[src/rtl/alu_seq_ctrl_pkg.sv]
// rtl/alu_seq_ctrl_pkg.sv - shared constants and types for the ALU control sequencer
//
// Purpose: state encoding, opcode constants and the latched-command record
// shared by the sequencer, its interface and the decoder.
// Ports: none (package).
package alu_seq_ctrl_pkg;

  localparam int NREG  = 16;
  localparam int OP_W  = 5;
  localparam int IDX_W = 4;

  localparam logic [OP_W-1:0] OP_SLL = 5'b00011;
  localparam logic [OP_W-1:0] OP_ADD = 5'b00101;
  localparam logic [OP_W-1:0] OP_MUL = 5'b01110;
  localparam logic [OP_W-1:0] OP_DIV = 5'b01111;

  typedef enum logic [2:0] {
    ST_IDLE   = 3'd0,
    ST_LOAD_Y = 3'd1,
    ST_EXEC   = 3'd2,
    ST_WR_LO  = 3'd3,
    ST_WR_HI  = 3'd4
  } state_e;

  // Command captured on the accepting edge; the strobes use only this copy.
  typedef struct packed {
    logic [OP_W-1:0]  op;
    logic [IDX_W-1:0] ra;
    logic [IDX_W-1:0] rb;
    logic [IDX_W-1:0] rd;
  } cmd_t;

  // MUL/DIV produce a 64-bit result that is written to HI/LO instead of rd.
  function automatic logic is_hilo_op(input logic [OP_W-1:0] op,
                                      input logic [OP_W-1:0] mul_op,
                                      input logic [OP_W-1:0] div_op);
    return (op == mul_op) || (op == div_op);
  endfunction

endpackage

[src/rtl/alu_seq_ctrl_if.sv]
// rtl/alu_seq_ctrl_if.sv - command and datapath-strobe bundle for the ALU sequencer
//
// Purpose: groups the command handshake (start/ready/done plus op/ra/rb/rd)
// and every datapath strobe the sequencer drives.
// Modports:
//   master - command source (decoder or bench): drives start, op_in, ra, rb, rd
//   slave  - sequencer: drives ready, done, Rout, Rin, Yin, Z*/HI/LO strobes, op
interface alu_seq_ctrl_if
  import alu_seq_ctrl_pkg::*;
#(
  parameter int NREG = alu_seq_ctrl_pkg::NREG,
  parameter int OP_W = alu_seq_ctrl_pkg::OP_W
) ();

  logic            start;
  logic [OP_W-1:0] op_in;
  logic [3:0]      ra;
  logic [3:0]      rb;
  logic [3:0]      rd;

  logic            ready;
  logic            done;
  logic [NREG-1:0] Rout;
  logic [NREG-1:0] Rin;
  logic            Yin;
  logic            Zhighin;
  logic            Zlowin;
  logic            Zhighout;
  logic            Zlowout;
  logic            HIin;
  logic            LOin;
  logic [OP_W-1:0] op;

  modport master (
    output start, op_in, ra, rb, rd,
    input  ready, done, Rout, Rin, Yin, Zhighin, Zlowin,
           Zhighout, Zlowout, HIin, LOin, op
  );

  modport slave (
    input  start, op_in, ra, rb, rd,
    output ready, done, Rout, Rin, Yin, Zhighin, Zlowin,
           Zhighout, Zlowout, HIin, LOin, op
  );

endinterface

[src/rtl/alu_seq_ctrl_onehot_dec4.sv]
// rtl/alu_seq_ctrl_onehot_dec4.sv - 4-bit index to one-hot decoder with enable
//
// Purpose: turns a register index into a one-hot strobe vector.
// Ports:
//   idx_i    in  4 : register index
//   en_i     in  1 : when 0 the output is all zeros
//   onehot_o out N : one-hot of idx_i, or zero
module onehot_dec4 #(
  parameter int N = 16
) (
  input  logic [3:0]   idx_i,
  input  logic         en_i,
  output logic [N-1:0] onehot_o
);

  always_comb begin
    onehot_o = '0;
    if (en_i) begin
      onehot_o = N'(1) << idx_i;
    end
  end

endmodule

[src/rtl/alu_seq_ctrl.sv]
// rtl/alu_seq_ctrl.sv - Moore control sequencer for the register/ALU datapath
//
// Purpose: accepts one register-register ALU command at a time and steps the
// datapath through LOAD_Y -> EXEC -> WR_LO [-> WR_HI], driving one-hot
// register strobes, Y/Z enables, HI/LO loads and the ALU opcode.
// Ports:
//   Clock in : sole clock, rising edge
//   clear in : asynchronous active-high reset
//   bus       : alu_seq_ctrl_if.slave (command in, ready/done and strobes out)
// All outputs come straight from flops so they stay stable across the
// datapath capture edge that follows.
module alu_seq_ctrl
  import alu_seq_ctrl_pkg::*;
#(
  parameter int              NREG   = alu_seq_ctrl_pkg::NREG,
  parameter int              OP_W   = alu_seq_ctrl_pkg::OP_W,
  parameter logic [OP_W-1:0] OP_MUL = alu_seq_ctrl_pkg::OP_MUL,
  parameter logic [OP_W-1:0] OP_DIV = alu_seq_ctrl_pkg::OP_DIV
) (
  input logic           Clock,
  input logic           clear,
  alu_seq_ctrl_if.slave bus
);

  state_e state_q, state_d;
  cmd_t   cmd_q, cmd_d;

  // Registered output copies (next-state values computed below).
  logic            ready_q, ready_d;
  logic            done_q, done_d;
  logic [NREG-1:0] rout_q, rout_d;
  logic [NREG-1:0] rin_q, rin_d;
  logic            yin_q, yin_d;
  logic            zin_q, zin_d;
  logic            zhighout_q, zhighout_d;
  logic            zlowout_q, zlowout_d;
  logic            hiin_q, hiin_d;
  logic            loin_q, loin_d;
  logic [OP_W-1:0] op_q, op_d;

  // Decoder controls for the state being entered.
  logic       rout_en_d;
  logic [3:0] rout_idx_d;
  logic       rin_en_d;

  // Next-state logic. The command is latched only on the accepting edge.
  always_comb begin
    state_d = state_q;
    cmd_d   = cmd_q;
    unique case (state_q)
      ST_IDLE: begin
        if (bus.start) begin
          cmd_d.op = bus.op_in;
          cmd_d.ra = bus.ra;
          cmd_d.rb = bus.rb;
          cmd_d.rd = bus.rd;
          state_d  = ST_LOAD_Y;
        end
      end
      ST_LOAD_Y: state_d = ST_EXEC;
      ST_EXEC:   state_d = ST_WR_LO;
      ST_WR_LO: begin
        if (is_hilo_op(cmd_q.op, OP_MUL, OP_DIV)) begin
          state_d = ST_WR_HI;
        end else begin
          state_d = ST_IDLE;
        end
      end
      ST_WR_HI:  state_d = ST_IDLE;
      default:   state_d = ST_IDLE;
    endcase
  end

  // Output decode for the state about to be entered, so the flopped outputs
  // line up with that state. cmd_d carries the freshly accepted command in
  // the LOAD_Y entry cycle.
  always_comb begin
    ready_d    = 1'b0;
    done_d     = 1'b0;
    rout_en_d  = 1'b0;
    rout_idx_d = cmd_d.ra;
    rin_en_d   = 1'b0;
    yin_d      = 1'b0;
    zin_d      = 1'b0;
    zhighout_d = 1'b0;
    zlowout_d  = 1'b0;
    hiin_d     = 1'b0;
    loin_d     = 1'b0;
    op_d       = '0;
    unique case (state_d)
      ST_IDLE: ready_d = 1'b1;
      ST_LOAD_Y: begin
        rout_en_d  = 1'b1;
        rout_idx_d = cmd_d.ra;
        yin_d      = 1'b1;
      end
      ST_EXEC: begin
        rout_en_d  = 1'b1;
        rout_idx_d = cmd_d.rb;
        op_d       = cmd_d.op;
        zin_d      = 1'b1;
      end
      ST_WR_LO: begin
        zlowout_d = 1'b1;
        if (is_hilo_op(cmd_d.op, OP_MUL, OP_DIV)) begin
          loin_d = 1'b1;
        end else begin
          rin_en_d = 1'b1;
          done_d   = 1'b1;
        end
      end
      ST_WR_HI: begin
        zhighout_d = 1'b1;
        hiin_d     = 1'b1;
        done_d     = 1'b1;
      end
      default: ready_d = 1'b0;
    endcase
  end

  onehot_dec4 #(.N(NREG)) u_rout_dec (
    .idx_i    (rout_idx_d),
    .en_i     (rout_en_d),
    .onehot_o (rout_d)
  );

  onehot_dec4 #(.N(NREG)) u_rin_dec (
    .idx_i    (cmd_d.rd),
    .en_i     (rin_en_d),
    .onehot_o (rin_d)
  );

  always_ff @(posedge Clock or posedge clear) begin
    if (clear) begin
      state_q    <= ST_IDLE;
      cmd_q      <= '0;
      ready_q    <= 1'b1;
      done_q     <= 1'b0;
      rout_q     <= '0;
      rin_q      <= '0;
      yin_q      <= 1'b0;
      zin_q      <= 1'b0;
      zhighout_q <= 1'b0;
      zlowout_q  <= 1'b0;
      hiin_q     <= 1'b0;
      loin_q     <= 1'b0;
      op_q       <= '0;
    end else begin
      state_q    <= state_d;
      cmd_q      <= cmd_d;
      ready_q    <= ready_d;
      done_q     <= done_d;
      rout_q     <= rout_d;
      rin_q      <= rin_d;
      yin_q      <= yin_d;
      zin_q      <= zin_d;
      zhighout_q <= zhighout_d;
      zlowout_q  <= zlowout_d;
      hiin_q     <= hiin_d;
      loin_q     <= loin_d;
      op_q       <= op_d;
    end
  end

  assign bus.ready    = ready_q;
  assign bus.done     = done_q;
  assign bus.Rout     = rout_q;
  assign bus.Rin      = rin_q;
  assign bus.Yin      = yin_q;
  // Both Z halves always load together in EXEC.
  assign bus.Zhighin  = zin_q;
  assign bus.Zlowin   = zin_q;
  assign bus.Zhighout = zhighout_q;
  assign bus.Zlowout  = zlowout_q;
  assign bus.HIin     = hiin_q;
  assign bus.LOin     = loin_q;
  assign bus.op       = op_q;

endmodule

[src/flat_wrapper.sv]
// flat-port wrapper written by rule: the top's interface ports become plain ports
module alu_seq_ctrl_flat import alu_seq_ctrl_pkg::*;
#(
  parameter int              NREG   = alu_seq_ctrl_pkg::NREG,
  parameter int              OP_W   = alu_seq_ctrl_pkg::OP_W,
  parameter logic [OP_W-1:0] OP_MUL = alu_seq_ctrl_pkg::OP_MUL,
  parameter logic [OP_W-1:0] OP_DIV = alu_seq_ctrl_pkg::OP_DIV
)
  (Clock, clear, bus_start, bus_op_in, bus_ra, bus_rb, bus_rd, bus_ready, bus_done, bus_Rout, bus_Rin, bus_Yin, bus_Zhighin, bus_Zlowin, bus_Zhighout, bus_Zlowout, bus_HIin, bus_LOin, bus_op);
  alu_seq_ctrl_if #(.NREG(NREG), .OP_W(OP_W)) bus_i ();
  input logic Clock;
  input logic clear;
  input wire logic [$bits(bus_i.start)-1:0] bus_start;
  input wire logic [$bits(bus_i.op_in)-1:0] bus_op_in;
  input wire logic [$bits(bus_i.ra)-1:0] bus_ra;
  input wire logic [$bits(bus_i.rb)-1:0] bus_rb;
  input wire logic [$bits(bus_i.rd)-1:0] bus_rd;
  output wire logic [$bits(bus_i.ready)-1:0] bus_ready;
  output wire logic [$bits(bus_i.done)-1:0] bus_done;
  output wire logic [$bits(bus_i.Rout)-1:0] bus_Rout;
  output wire logic [$bits(bus_i.Rin)-1:0] bus_Rin;
  output wire logic [$bits(bus_i.Yin)-1:0] bus_Yin;
  output wire logic [$bits(bus_i.Zhighin)-1:0] bus_Zhighin;
  output wire logic [$bits(bus_i.Zlowin)-1:0] bus_Zlowin;
  output wire logic [$bits(bus_i.Zhighout)-1:0] bus_Zhighout;
  output wire logic [$bits(bus_i.Zlowout)-1:0] bus_Zlowout;
  output wire logic [$bits(bus_i.HIin)-1:0] bus_HIin;
  output wire logic [$bits(bus_i.LOin)-1:0] bus_LOin;
  output wire logic [$bits(bus_i.op)-1:0] bus_op;
  assign bus_i.start = bus_start;
  assign bus_i.op_in = bus_op_in;
  assign bus_i.ra = bus_ra;
  assign bus_i.rb = bus_rb;
  assign bus_i.rd = bus_rd;
  assign bus_ready = bus_i.ready;
  assign bus_done = bus_i.done;
  assign bus_Rout = bus_i.Rout;
  assign bus_Rin = bus_i.Rin;
  assign bus_Yin = bus_i.Yin;
  assign bus_Zhighin = bus_i.Zhighin;
  assign bus_Zlowin = bus_i.Zlowin;
  assign bus_Zhighout = bus_i.Zhighout;
  assign bus_Zlowout = bus_i.Zlowout;
  assign bus_HIin = bus_i.HIin;
  assign bus_LOin = bus_i.LOin;
  assign bus_op = bus_i.op;
  alu_seq_ctrl #(.NREG(NREG), .OP_W(OP_W), .OP_MUL(OP_MUL), .OP_DIV(OP_DIV)) u_core (.Clock(Clock), .clear(clear), .bus(bus_i));
endmodule
[config.mk]
export PLATFORM = sky130hd
export DESIGN_NAME = alu_seq_ctrl_flat
export DESIGN_NICKNAME = d
export VERILOG_FILES = /design/src/rtl/alu_seq_ctrl_pkg.sv /design/src/rtl/alu_seq_ctrl_if.sv /design/src/rtl/alu_seq_ctrl_onehot_dec4.sv /design/src/rtl/alu_seq_ctrl.sv /design/src/flat_wrapper.sv
export SDC_FILE = /design/constraint.sdc
export NUM_CORES = 1
export LEC_CHECK = 0
export ABC_AREA = 1
export ABC_CLOCK_PERIOD_IN_PS = 3360
export CELL_PAD_IN_SITES_DETAIL_PLACEMENT = 1
export CELL_PAD_IN_SITES_GLOBAL_PLACEMENT = 2
export CORE_MARGIN = 1
export CORE_UTILIZATION = 29
export CTS_BUF_LIST = sky130_fd_sc_hd__clkbuf_16
export DETAILED_ROUTE_END_ITERATION = 10
export PLACE_DENSITY = 0.88
export RECOVER_POWER = 25
export SLEW_MARGIN = 20
export SYNTH_ARGS = -nofsm -noshare
export SYNTH_HDL_FRONTEND = slang
export SYNTH_SLANG_ARGS = --single-unit
[constraint.sdc]
create_clock -name Clock -period 3.36 [get_ports Clock]
set_clock_uncertainty 0.15 [all_clocks]
set_input_delay 1.008 -clock Clock [delete_from_list [all_inputs] [get_ports Clock]]
set_output_delay 1.008 -clock Clock [all_outputs]
set_load 0.01 [all_outputs]
==> results by group, run 1 <==
Pwr
  – Max VDD drop: between 300 and 400 uV
  – Leak pwr: 0.00171 uW
  – Power per Cell Area: about 900 mW/mm^2

Logic synthesis
  – Share of flip-flops with an asynchronous set or reset: 100%
  – Leading post-synthesis cells by cell area: sky130_fd_sc_hd__dfrtp_1 62%, sky130_fd_sc_hd__nand2_1 6.8%, sky130_fd_sc_hd__nor2_1 5.5%, sky130_fd_sc_hd__inv_1 4.6%, sky130_fd_sc_hd__nand3_1 4.0%
  – Commonest register cell after synthesis: sky130_fd_sc_hd__dfrtp_1
  – Top post-synthesis cells by count: 63 x sky130_fd_sc_hd__dfrtp_1, 46 x sky130_fd_sc_hd__nand2_1, 37 x sky130_fd_sc_hd__nor2_1
  – Warnings, synthesis: 0
  – Number of distinct library cell variants in the gate-level netlist after synthesis: 26
  – Portion of the post-synthesis area used by sequential elements: roughly 63%
  – Portion of synthesized cell area occupied by the leading cell type: 62.3%
  – Most frequently used cell type in the post-synthesis netlist: sky130_fd_sc_hd__dfrtp_1
  – Synthesized area per cell: 10.2 um^2
  – Total of flip-flops plus latches after synthesis: 64
  – Number of enable flip-flop cells after synthesis: 0
  – Largest area contributor in the netlist: sky130_fd_sc_hd__dfrtp_1
  – Total nets after synthesis: between 200 and 300
  – Netlist area before placement: 0.00253 mm^2
  – Mapped Cells: approximately 250

Setup path
  – Worst setup path category: in -> async
  – Number of cell instances on the worst register-to-register path: 9
  – Reg2reg end: u_core.bus.Rin[3]
  – Crit path DAT: ~2.7 ns
  – Launching element type of the critical path: primary input
  – Critical path required time: approximately 3.4 ns
  – Element type at the critical path end: async pin
  – Slack of the worst reg-to-reg path: 1.00 ns
  – Startpoint of the worst register-to-register path: u_core.state_q[0]
  – Highest net fanout along the worst path: 64

Hold path
  – Path type of the worst min-delay path: reg -> reg
  – Source of the worst hold timing path: u_core.cmd_q[9]
  – Instance count along the most critical hold path: 2
  – End point of the most critical hold path: u_core.cmd_q[9]

Finish
  – Number of standard cells in the final layout excluding fillers: roughly 430
  – Share of post-route cells with drive strength above 1: roughly 12%
  – ANT cells: 0
  – Area Growth Syn to Fin: 39.0%
  – Fin nets: 338
  – Post-Route Utilization: between 40% and 50%
  – Register area: roughly 0.0016 mm^2
  – Footprint of the multi-input gates: 713 um^2
  – Number of fillers in the final layout: between 900 and 1000

Timing
  – Summed negative setup slack over all endpoints: 0 ns
  – Worst-case setup margin in the final layout: between 0.6 and 0.7 ns
  – Number of slew-limit violations in the final report: between 60 and 70
  – Max Freq: 0.369 GHz
  – Endpoints failing setup: 0
  – Hold violation total from the final report: 0
  – Slew at the pin closest to its max-slew limit: between 1.5 and 2 ns
  – Worst slew margin relative to its limit: -2.10%
  – Final critical delay including setup and external delays: between 2 and 3 ns
  – Final worst path period share: about 81%
  – Unrepaired setup endpoints after global routing: false

Clocking
  – CTS clk-pin slew, worst paths: 0.05 ns
  – Number of setup buffers added after CTS: 0
  – TritonCTS clock tree: done
  – Number of hold buffers added after cts: 0
  – Number of levels the H-tree was split into: 3
  – Clk_lat worst skew: around 0.32 ns
  – TritonCTS Buffers: 9
  – Post-cts gate resize count: 0
  – Cell chosen for the clock root: sky130_fd_sc_hd__clkbuf_16
  – # clock sinks: 64
  – Clock Path Buffers: 2

Route
  – Per-cell routed wire length: between 10 and 15 um
  – Vias post-DR: around 1800
  – Routed WL: approximately 5600 um
  – Remaining design rule violation count: 0
  – Number of design-rule violations left by the first detailed-router iteration: between 40 and 50
  – Antenna-violating nets left: 0
  – Via density per instance: between 4 and 5
  – Number of optimization iterations in the first detailed-route pass: 4

Die
  – Cell Rows: 33
  – Overall die height: between 90 and 100 um
  – CORE AREA: between 0.008 and 0.009 mm^2
  – Top-level port count: 66
  – Starting utilization of the core area: just over 30%
  – Die Footprint: 0.00910 mm^2
  – Chip width: around 95 um

Run status
  – Result of the run: finished, violations left
  – Violations in the final reports: capacitance limit, slew limit

Run
  – Number of maximum-capacitance violations: 1

Place
  – Number of cells after detailed placement: between 400 and 500
  – Port bufs: between 60 and 70
  – Setup slack at placement: 0.311 ns
  – Routability cong.: between 0.7 and 0.8
  – Post-DP HPWL: 4000 um

Global routing
  – Overflow left after global routing: 0
  – Vias in the first global route: between 1500 and 2000
  – Maximum number of pins on one net before global-route repair: 65
  – Wire length of the first global-routing pass: ~9300 um
  – Global-route total usage across every layer: between 10% and 20%
  – Initial antenna violation count: 0
-- power breakdown --
part / leakage [uW] / switching [uW] / total, uW / internal, uW
Clock: 0.000132 / 306 / 864 / 558
Sequential: 0.000843 / 90.8 / 1080 / 991
Combinational: 0.000734 / 774 / 1220 / 448
-- registers in the layout, indices dropped and copies added (netlist names) --
| register | cells |
|---|---|
| u_core.cmd_q | 17 |
| u_core.bus.LOin | 1 |
| u_core.bus.Zlowout | 1 |
| u_core.bus.op | 5 |
| u_core.bus.ready | 1 |
| u_core.state_q | 3 |
| u_core.bus.Rout | 16 |
| u_core.bus.done | 1 |
| u_core.bus.Rin | 16 |
| u_core.bus.HIin | 1 |
| u_core.bus.Zhighin | 1 |
| u_core.bus.Yin | 1 |
-- worst max-delay path: stages --
cell                            delay (ns)
sky130_fd_sc_hd__dlygate4sd3_1        0.53
sky130_fd_sc_hd__clkinv_1             0.05
sky130_fd_sc_hd__clkbuf_2             1.10
-- cell usage in the layout (no fill, tap or decap), types with 2 or more instances in the layout --
cell type / instances
sky130_fd_sc_hd__nand3_1: 21
sky130_fd_sc_hd__nor2_1: 38
sky130_fd_sc_hd__inv_2: 2
sky130_fd_sc_hd__nand3b_1: 3
sky130_fd_sc_hd__o21ai_2: 3
sky130_fd_sc_hd__dfrtp_1: 63
sky130_fd_sc_hd__nand2_1: 46
sky130_fd_sc_hd__nor2_4: 2
sky130_fd_sc_hd__nand4_1: 6
sky130_fd_sc_hd__clkdlybuf4s50_1: 64
sky130_fd_sc_hd__clkinv_1: 4
sky130_fd_sc_hd__nand2_4: 2
sky130_fd_sc_hd__clkbuf_16: 9
sky130_fd_sc_hd__o21ai_0: 4
sky130_fd_sc_hd__nand2_2: 9
sky130_fd_sc_hd__inv_1: 31
sky130_fd_sc_hd__nand3_4: 2
-- metrics by stage --
stage | hold WS [ns] | total power [uW] | instance area, um^2
global route | 0.369 | 3410 | 3520
floorplan | 0.287 | 1940 | 2530
CTS | 0.322 | 3250 | 3550
global placement | 0.299 | 2310 | 3280
detailed placement | 0.308 | 2360 | 3280
finish | 0.317 | 3170 | 3520
-- cell families after synthesis --
kind of cell	share of synthesized area, %
buf+inv	7.57
compound gates	2.97
simple gates	26.1
flops	63.4
-- area by class of cell --
class                   instances  share of cell area, %
flip-flops and latches         64                   45.6
multi-input cells             141                   20.3
repair buffers                 66                   18.6
clock buffers                   9                   6.41
inverters                      36                   3.91
well taps                     105                   3.74
clock inverters                 5                   1.42
-- metal layers --
metal	wire length, um	vias up	global-route usage, %	share of wire (%)
li1	-	902	-	-
met4	42	0	4.48	0.75
met2	2940	41	22.8	52
met1	2400	900	17.1	43
met5	0	-	0	0
met3	223	5	3.91	4.0
-- worst max path at each step --
stage / start / endpoint / slack (ns) / cells after the start
final: clear / u_core.cmd_q[8] / 0.65 / 3
after global routing: clear / u_core.cmd_q[8] / 0.29 / 3
after CTS: bus_start / u_core.bus.Rin[12] / 0.63 / 10
after detailed placement: bus_start / u_core.bus.Rin[12] / 0.31 / 10
after global placement: bus_start / u_core.bus.Rin[8] / 0.41 / 10
after floorplan: clear / u_core.bus.HIin / 0.61 / 1
(Power assumes the default switching activity.)
==> run 2: changes to the inputs <==
--- a/config.mk
+++ b/config.mk
@@ -6,7 +6,7 @@
 export NUM_CORES = 1
 export LEC_CHECK = 0
 export ABC_AREA = 1
-export ABC_CLOCK_PERIOD_IN_PS = 3360
+export ABC_CLOCK_PERIOD_IN_PS = 2840
 export CELL_PAD_IN_SITES_DETAIL_PLACEMENT = 1
 export CELL_PAD_IN_SITES_GLOBAL_PLACEMENT = 2
 export CORE_MARGIN = 1
==> constraint.sdc (replaced) <==
create_clock -name Clock -period 2.84 [get_ports Clock]
set_clock_uncertainty 0.15 [all_clocks]
set_input_delay 0.852 -clock Clock [delete_from_list [all_inputs] [get_ports Clock]]
set_output_delay 0.852 -clock Clock [all_outputs]
set_load 0.01 [all_outputs]
==> run 2 against run 1 <==
The flow now finishes without violations. Sequential share of layout area decreased by 1.2 points. Utilization increased by 1.1 points. Count of clock-buffer cells in the layout unchanged. Final cell count increased by 1.4%. Sequential power increased by 19%. Routed wire length increased by 3.7%. Critical path depth increased by 7. First-iteration DRC count increased by 70%. Total power increased by 26%. Final area increased by 2.6%. Combinational power increased by 21%.
==> results by group, run 2 (synthesized netlist as in run 1, its figures left out) <==
Run status
  – Result of the run: finished clean

Finish
  – Number of standard cells in the final layout excluding fillers: roughly 430
  – Register area: 0.00160 mm^2
  – ANT cells: 0
  – Commonest cells after routing, fill and taps aside: 64 x sky130_fd_sc_hd__clkdlybuf4s50_1, 63 x sky130_fd_sc_hd__dfrtp_1, 46 x sky130_fd_sc_hd__nand2_1
  – Register bank with the most flops: u_core.cmd_q
  – Most frequent standard cell in the layout excluding fill and tap cells: sky130_fd_sc_hd__clkdlybuf4s50_1
  – Fin area: 0.00361 mm^2
  – Number of flip-flops under the largest register name: 17
  – Area Growth Syn to Fin: 42.7%
  – Number of fillers in the final layout: 940
  – Fin nets: between 300 and 400
  – Footprint of the multi-input gates: 713 um^2
  – Share of post-route cells with drive strength above 1: between 10 and 15%

Setup path
  – Slack of the worst reg-to-reg path: ~0.55 ns
  – Crit path DAT: about 2.5 ns
  – Launch point of the critical path: bus_start
  – Highest cell delay on the worst timing path: ~0.39 ns
  – Cells traversed along the worst timing path: clkdlybuf4s50_1, inv_1, nor2_4, nand2_4, clkinv_1, nand2_1, nand2_2, nor2_1, nand2_1, nor2_1
  – Worst setup path category: in -> reg
  – Highest net fanout along the worst path: 22
  – Number of cell instances on the worst register-to-register path: 9
  – Critical path required time: around 2.9 ns
  – Crit path max-delay cell type: sky130_fd_sc_hd__clkdlybuf4s50_1
  – Startpoint of the worst register-to-register path: u_core.state_q[0]
  – Reg2reg end: u_core.bus.Rin[3]
  – Launching element type of the critical path: primary input
  – Element type at the critical path end: flop
  – Timing endpoint of the critical path: u_core.bus.Rin[4]

Global routing
  – Maximum number of pins on one net before global-route repair: 30
  – Overflow left after global routing: 0
  – Wire length of the first global-routing pass: about 9500 um
  – Vias in the first global route: between 1500 and 2000
  – Initial antenna violation count: 0
  – Global-route total usage across every layer: 14.2%

Die
  – Top-level port count: 66
  – CORE AREA: 0.00834 mm^2
  – Starting utilization of the core area: between 30% and 40%
  – Chip width: around 95 um
  – Overall die height: 95.4 um
  – Cell Rows: 33
  – Die Footprint: roughly 0.0091 mm^2

Route
  – Number of optimization iterations in the first detailed-route pass: 4
  – Remaining design rule violation count: 0
  – Routed WL: a little under 6000 um
  – Number of design-rule violations left by the first detailed-router iteration: 78
  – Via density per instance: approximately 4.4
  – Per-cell routed wire length: 13.4 um
  – Antenna-violating nets left: 0
  – Vias post-DR: 1912

Clocking
  – Cell chosen for the clock root: sky130_fd_sc_hd__clkbuf_16
  – Post-cts gate resize count: 0
  – Number of hold buffers added after cts: 0
  – Clock Path Buffers: 2
  – Clk_lat worst skew: about 0.32 ns
  – Number of levels the H-tree was split into: 3
  – TritonCTS clock tree: done
  – # clock sinks: 64
  – CTS clk-pin slew, worst paths: ~0.05 ns
  – TritonCTS Buffers: 9
  – Number of setup buffers added after CTS: 0

Pwr
  – P_sw: about 1400 uW
  – Final Power: between 3000 and 4000 uW
  – Part of the power in registers: around a third
  – Internal power: approximately 2600 uW
  – Leak pwr: 0.00177 uW
  – Fraction of power consumed by the clock network: slightly above 30%
  – Switching power share of the total: roughly 36%
  – Share of power burned in combinational logic: a little under two fifths
  – Max VDD drop: approximately 470 uV
  – Power per Cell Area: between 1000 and 1500 mW/mm^2

Timing
  – Max Freq: 0.417 GHz
  – Final critical delay including setup and external delays: ~2.4 ns
  – Number of slew-limit violations in the final report: 0
  – Hold violation total from the final report: 0
  – Slew at the pin closest to its max-slew limit: between 0.6 and 0.7 ns
  – Summed negative setup slack over all endpoints: 0 ns
  – Unrepaired setup endpoints after global routing: false
  – Worst slew margin relative to its limit: 53.4%
  – Final worst path period share: between 80% and 90%
  – Endpoints failing setup: 0

Run
  – Number of maximum-capacitance violations: 0

Place
  – Post-DP HPWL: ~4300 um
  – Area of placed instances: roughly 0.0033 mm^2
  – Port bufs: 65
  – Routability cong.: 0.752
  – Number of cells after detailed placement: around 420

Hold path
  – Path type of the worst min-delay path: reg -> reg
[run 2: cell count changes in the layout (fill, tap and decap cells not counted)]
cell and delta:
sky130_fd_sc_hd__buf_4 +4, sky130_fd_sc_hd__bufinv_16 +2, sky130_fd_sc_hd__clkinv_1 -3, sky130_fd_sc_hd__clkinv_2 +1, sky130_fd_sc_hd__inv_1 +2
[run 2: area by class of cell]
| class | count | area share [%] |
|---|---|---|
| Tap cell | 105 | 3.64 |
| Inverter | 36 | 3.82 |
| Clock inverter | 7 | 3.09 |
| Timing Repair Buffer | 70 | 19.0 |
| Sequential cell | 64 | 44.4 |
| Multi-Input combinational cell | 141 | 19.8 |
| Clock buffer | 9 | 6.24 |
[run 2: worst max-delay path: cells and delay by family]
family	cells	cell delay (ns)
and+or+nand+nor	7	0.91
buffers and inverters	3	0.72
[run 2: worst min-delay path by stage]
stage / start / cells past startpoint / to
3_5_place_dp: u_core.cmd_q[12] / 2 / u_core.cmd_q[12]
4_1_cts: u_core.cmd_q[12] / 2 / u_core.cmd_q[12]
6_report: u_core.cmd_q[12] / 2 / u_core.cmd_q[12]
3_3_place_gp: u_core.cmd_q[9] / 2 / u_core.cmd_q[9]
2_1_floorplan: u_core.cmd_q[9] / 2 / u_core.cmd_q[9]
5_1_grt: u_core.cmd_q[12] / 2 / u_core.cmd_q[12]
[run 2: stage by stage]
step	hold slack (ns)	setup WS [ns]	utilization, %
6_report	0.330	0.439	43.2
5_1_grt	0.357	0.283	43.2
4_1_cts	0.330	0.440	43.7
3_5_place_dp	0.319	0.128	39.6
3_3_place_gp	0.304	0.219	39.6
2_1_floorplan	0.287	0.242	-
[run 2: routing by layer]
layer	up-vias	share of wire, %	track usage [%]
met4	0	2.6	6.97
met1	946	41	16.3
met5	-	0	0
li1	907	-	-
met3	13	3.9	3.75
met2	46	52	24.3
[run 2: power groups by stage]
stage | registers [uW] | logic, uW | clock network (uW)
after floorplan | 1330 | 961 | 0
after global placement | 1310 | 1460 | 0
after detailed placement | 1310 | 1510 | 0
after CTS | 1300 | 1530 | 1250
after global routing | 1300 | 1670 | 1290
final | 1280 | 1480 | 1220
==> run 3: changes to the inputs <==
--- a/config.mk
+++ b/config.mk
@@ -6,7 +6,7 @@
 export NUM_CORES = 1
 export LEC_CHECK = 0
 export ABC_AREA = 1
-export ABC_CLOCK_PERIOD_IN_PS = 2840
+export ABC_CLOCK_PERIOD_IN_PS = 2300
 export CELL_PAD_IN_SITES_DETAIL_PLACEMENT = 1
 export CELL_PAD_IN_SITES_GLOBAL_PLACEMENT = 2
 export CORE_MARGIN = 1
==> constraint.sdc (replaced) <==
create_clock -name Clock -period 2.3 [get_ports Clock]
set_clock_uncertainty 0.15 [all_clocks]
set_input_delay 0.69 -clock Clock [delete_from_list [all_inputs] [get_ports Clock]]
set_output_delay 0.69 -clock Clock [all_outputs]
set_load 0.01 [all_outputs]
==> run 3 against run 2 <==
Sequential power rose by 24%. Clock power rose by 7%. First-iteration DRC count fell by 14%. Worst setup slack got worse by 0.37 ns. Final area rose by 2.6%. Critical path type is now reg -> out.
==> results by group, run 3 (synthesized netlist as in run 1, its figures left out) <==
Timing
  – Hold violation total from the final report: 0
  – Number of slew-limit violations in the final report: 0
  – Final critical delay including setup and external delays: around 2.2 ns
  – Worst slew margin relative to its limit: 45.6%
  – Final worst path period share: slightly below 100%
  – Worst-case setup margin in the final layout: approximately 0.072 ns
  – Endpoints failing setup: 0
  – Slew at the pin closest to its max-slew limit: roughly 0.81 ns
  – Unrepaired setup endpoints after global routing: false
  – Max Freq: approximately 0.45 GHz

Die
  – Overall die height: 95.4 um
  – Cell Rows: 33
  – Starting utilization of the core area: between 30% and 40%
  – Chip width: approximately 95 um
  – Top-level port count: 66
  – Die Footprint: slightly above 0.009 mm^2
  – CORE AREA: 0.00834 mm^2

Run status
  – Result of the run: finished clean

Place
  – Setup slack at placement: -0.124 ns
  – Port bufs: 65
  – Routability cong.: 0.779
  – Post-DP HPWL: roughly 4500 um

Clocking
  – Number of setup buffers added after CTS: 0
  – Number of levels the H-tree was split into: 3
  – Post-cts gate resize count: 0
  – TritonCTS clock tree: done
  – CTS clk-pin slew, worst paths: approximately 0.05 ns
  – Clk_lat worst skew: 0.32 ns
  – Number of hold buffers added after cts: 0
  – # clock sinks: 64
  – Clock Path Buffers: 2
  – TritonCTS Buffers: 9
  – Cell chosen for the clock root: sky130_fd_sc_hd__clkbuf_16

Setup path
  – Worst path top cell family by delay: buffers and inverters
  – Highest net fanout along the worst path: 1
  – Worst setup path category: reg -> out
  – Launching element type of the critical path: flop
  – Critical path required time: ~1.5 ns
  – Crit path max-delay cell type: sky130_fd_sc_hd__clkdlybuf4s50_1
  – Highest cell delay on the worst timing path: approximately 0.55 ns
  – Crit path DAT: between 1 and 1.5 ns
  – Number of buffer and inverter stages on the critical path: 1
  – Element type at the critical path end: primary output
  – Slack of the worst reg-to-reg path: roughly 0.37 ns
  – Cells traversed along the worst timing path: clkdlybuf4s50_1

Global routing
  – Vias in the first global route: between 2000 and 2500
  – Global-route total usage across every layer: 14.8%
  – Wire length of the first global-routing pass: about 9900 um
  – Maximum number of pins on one net before global-route repair: 25
  – Initial antenna violation count: 0
  – Overflow left after global routing: 0

Route
  – Per-cell routed wire length: around 13 um
  – Remaining design rule violation count: 0
  – Routed WL: approximately 6000 um
  – Vias post-DR: between 1500 and 2000
  – Via density per instance: roughly 4.3
  – Number of optimization iterations in the first detailed-route pass: 4
  – Number of design-rule violations left by the first detailed-router iteration: 67
  – Antenna-violating nets left: 0

Pwr
  – Power per Cell Area: about 1300 mW/mm^2
  – Leak pwr: 0.00181 uW
  – Max VDD drop: approximately 540 uV
  – Final Power: ~4900 uW

Finish
  – Register bank with the most flops: u_core.cmd_q
  – ANT cells: 0
  – Area Growth Syn to Fin: 46.3%
  – Number of flip-flops under the largest register name: 17
  – Most frequent standard cell in the layout excluding fill and tap cells: sky130_fd_sc_hd__clkdlybuf4s50_1
  – Commonest cells after routing, fill and taps aside: 64 x sky130_fd_sc_hd__clkdlybuf4s50_1, 63 x sky130_fd_sc_hd__dfrtp_1, 46 x sky130_fd_sc_hd__nand2_1
  – Share of post-route cells with drive strength above 1: 17.1%
  – Fin nets: ~350

Hold path
  – Path type of the worst min-delay path: reg -> reg

Run
  – Number of maximum-capacitance violations: 0
==> run 3: worst paths after layout <==
path,start,to,cells past startpoint
setup / recovery,u_core.bus.ready,bus_ready,1
hold / removal,u_core.cmd_q[9],u_core.cmd_q[9],2
setup reg to reg,u_core.state_q[0],u_core.bus.Rout[3],6
hold reg to reg,u_core.cmd_q[9],u_core.cmd_q[9],2
max in group asynchronous,clear,u_core.cmd_q[14],3
min in group asynchronous,clear,u_core.bus.Rout[14],2
==> run 3: final cells by class <==
| type | instances | area, um^2 |
|---|---|---|
| fillers | 939 | 4640 |
| clock buffers | 9 | 225 |
| well taps | 105 | 131 |
| clock inverters | 7 | 62.6 |
| inverters | 36 | 139 |
| multi-input cells | 141 | 729 |
| flip-flops and latches | 64 | 1600 |
| repair buffers | 82 | 810 |
==> run 3: through the flow <==
| step | hold slack [ns] | instances | util (%) | setup TNS [ns] | area (um^2) |
|---|---|---|---|---|---|
| 6_report | 0.330 | 444 | 44.4 | 0 | 3700 |
| 4_1_cts | 0.331 | 444 | 44.7 | 0 | 3730 |
| 3_5_place_dp | 0.323 | 428 | 41.2 | -2.19 | 3440 |
| 3_3_place_gp | 0.304 | 428 | 41.2 | -1.07 | 3440 |
| 2_1_floorplan | 0.287 | 247 | - | 0 | 2530 |
| 5_1_grt | 0.359 | 444 | 44.4 | 0 | 3700 |
==> run 3: tightest hold or removal path, cell delays in order, from the launching register on <==
cell and delay (ns):
sky130_fd_sc_hd__dfrtp_1 0.32, sky130_fd_sc_hd__nand2_1 0.07, sky130_fd_sc_hd__nand2_1 0.06
==> run 3: report_power, final <==
part / leakage (uW) / internal [uW] / switching [uW]
combinational: 0.000827 / 830 / 1180
clock: 0.000138 / 826 / 474
sequential: 0.000843 / 1450 / 147
==> run 3: metal layers <==
layer	up-vias	track usage, %	wire [um]
met3	10	2.63	200
met4	0	8.21	142
met1	938	16.7	2440
met5	-	0	0
met2	42	26.1	3170
li1	933	-	-
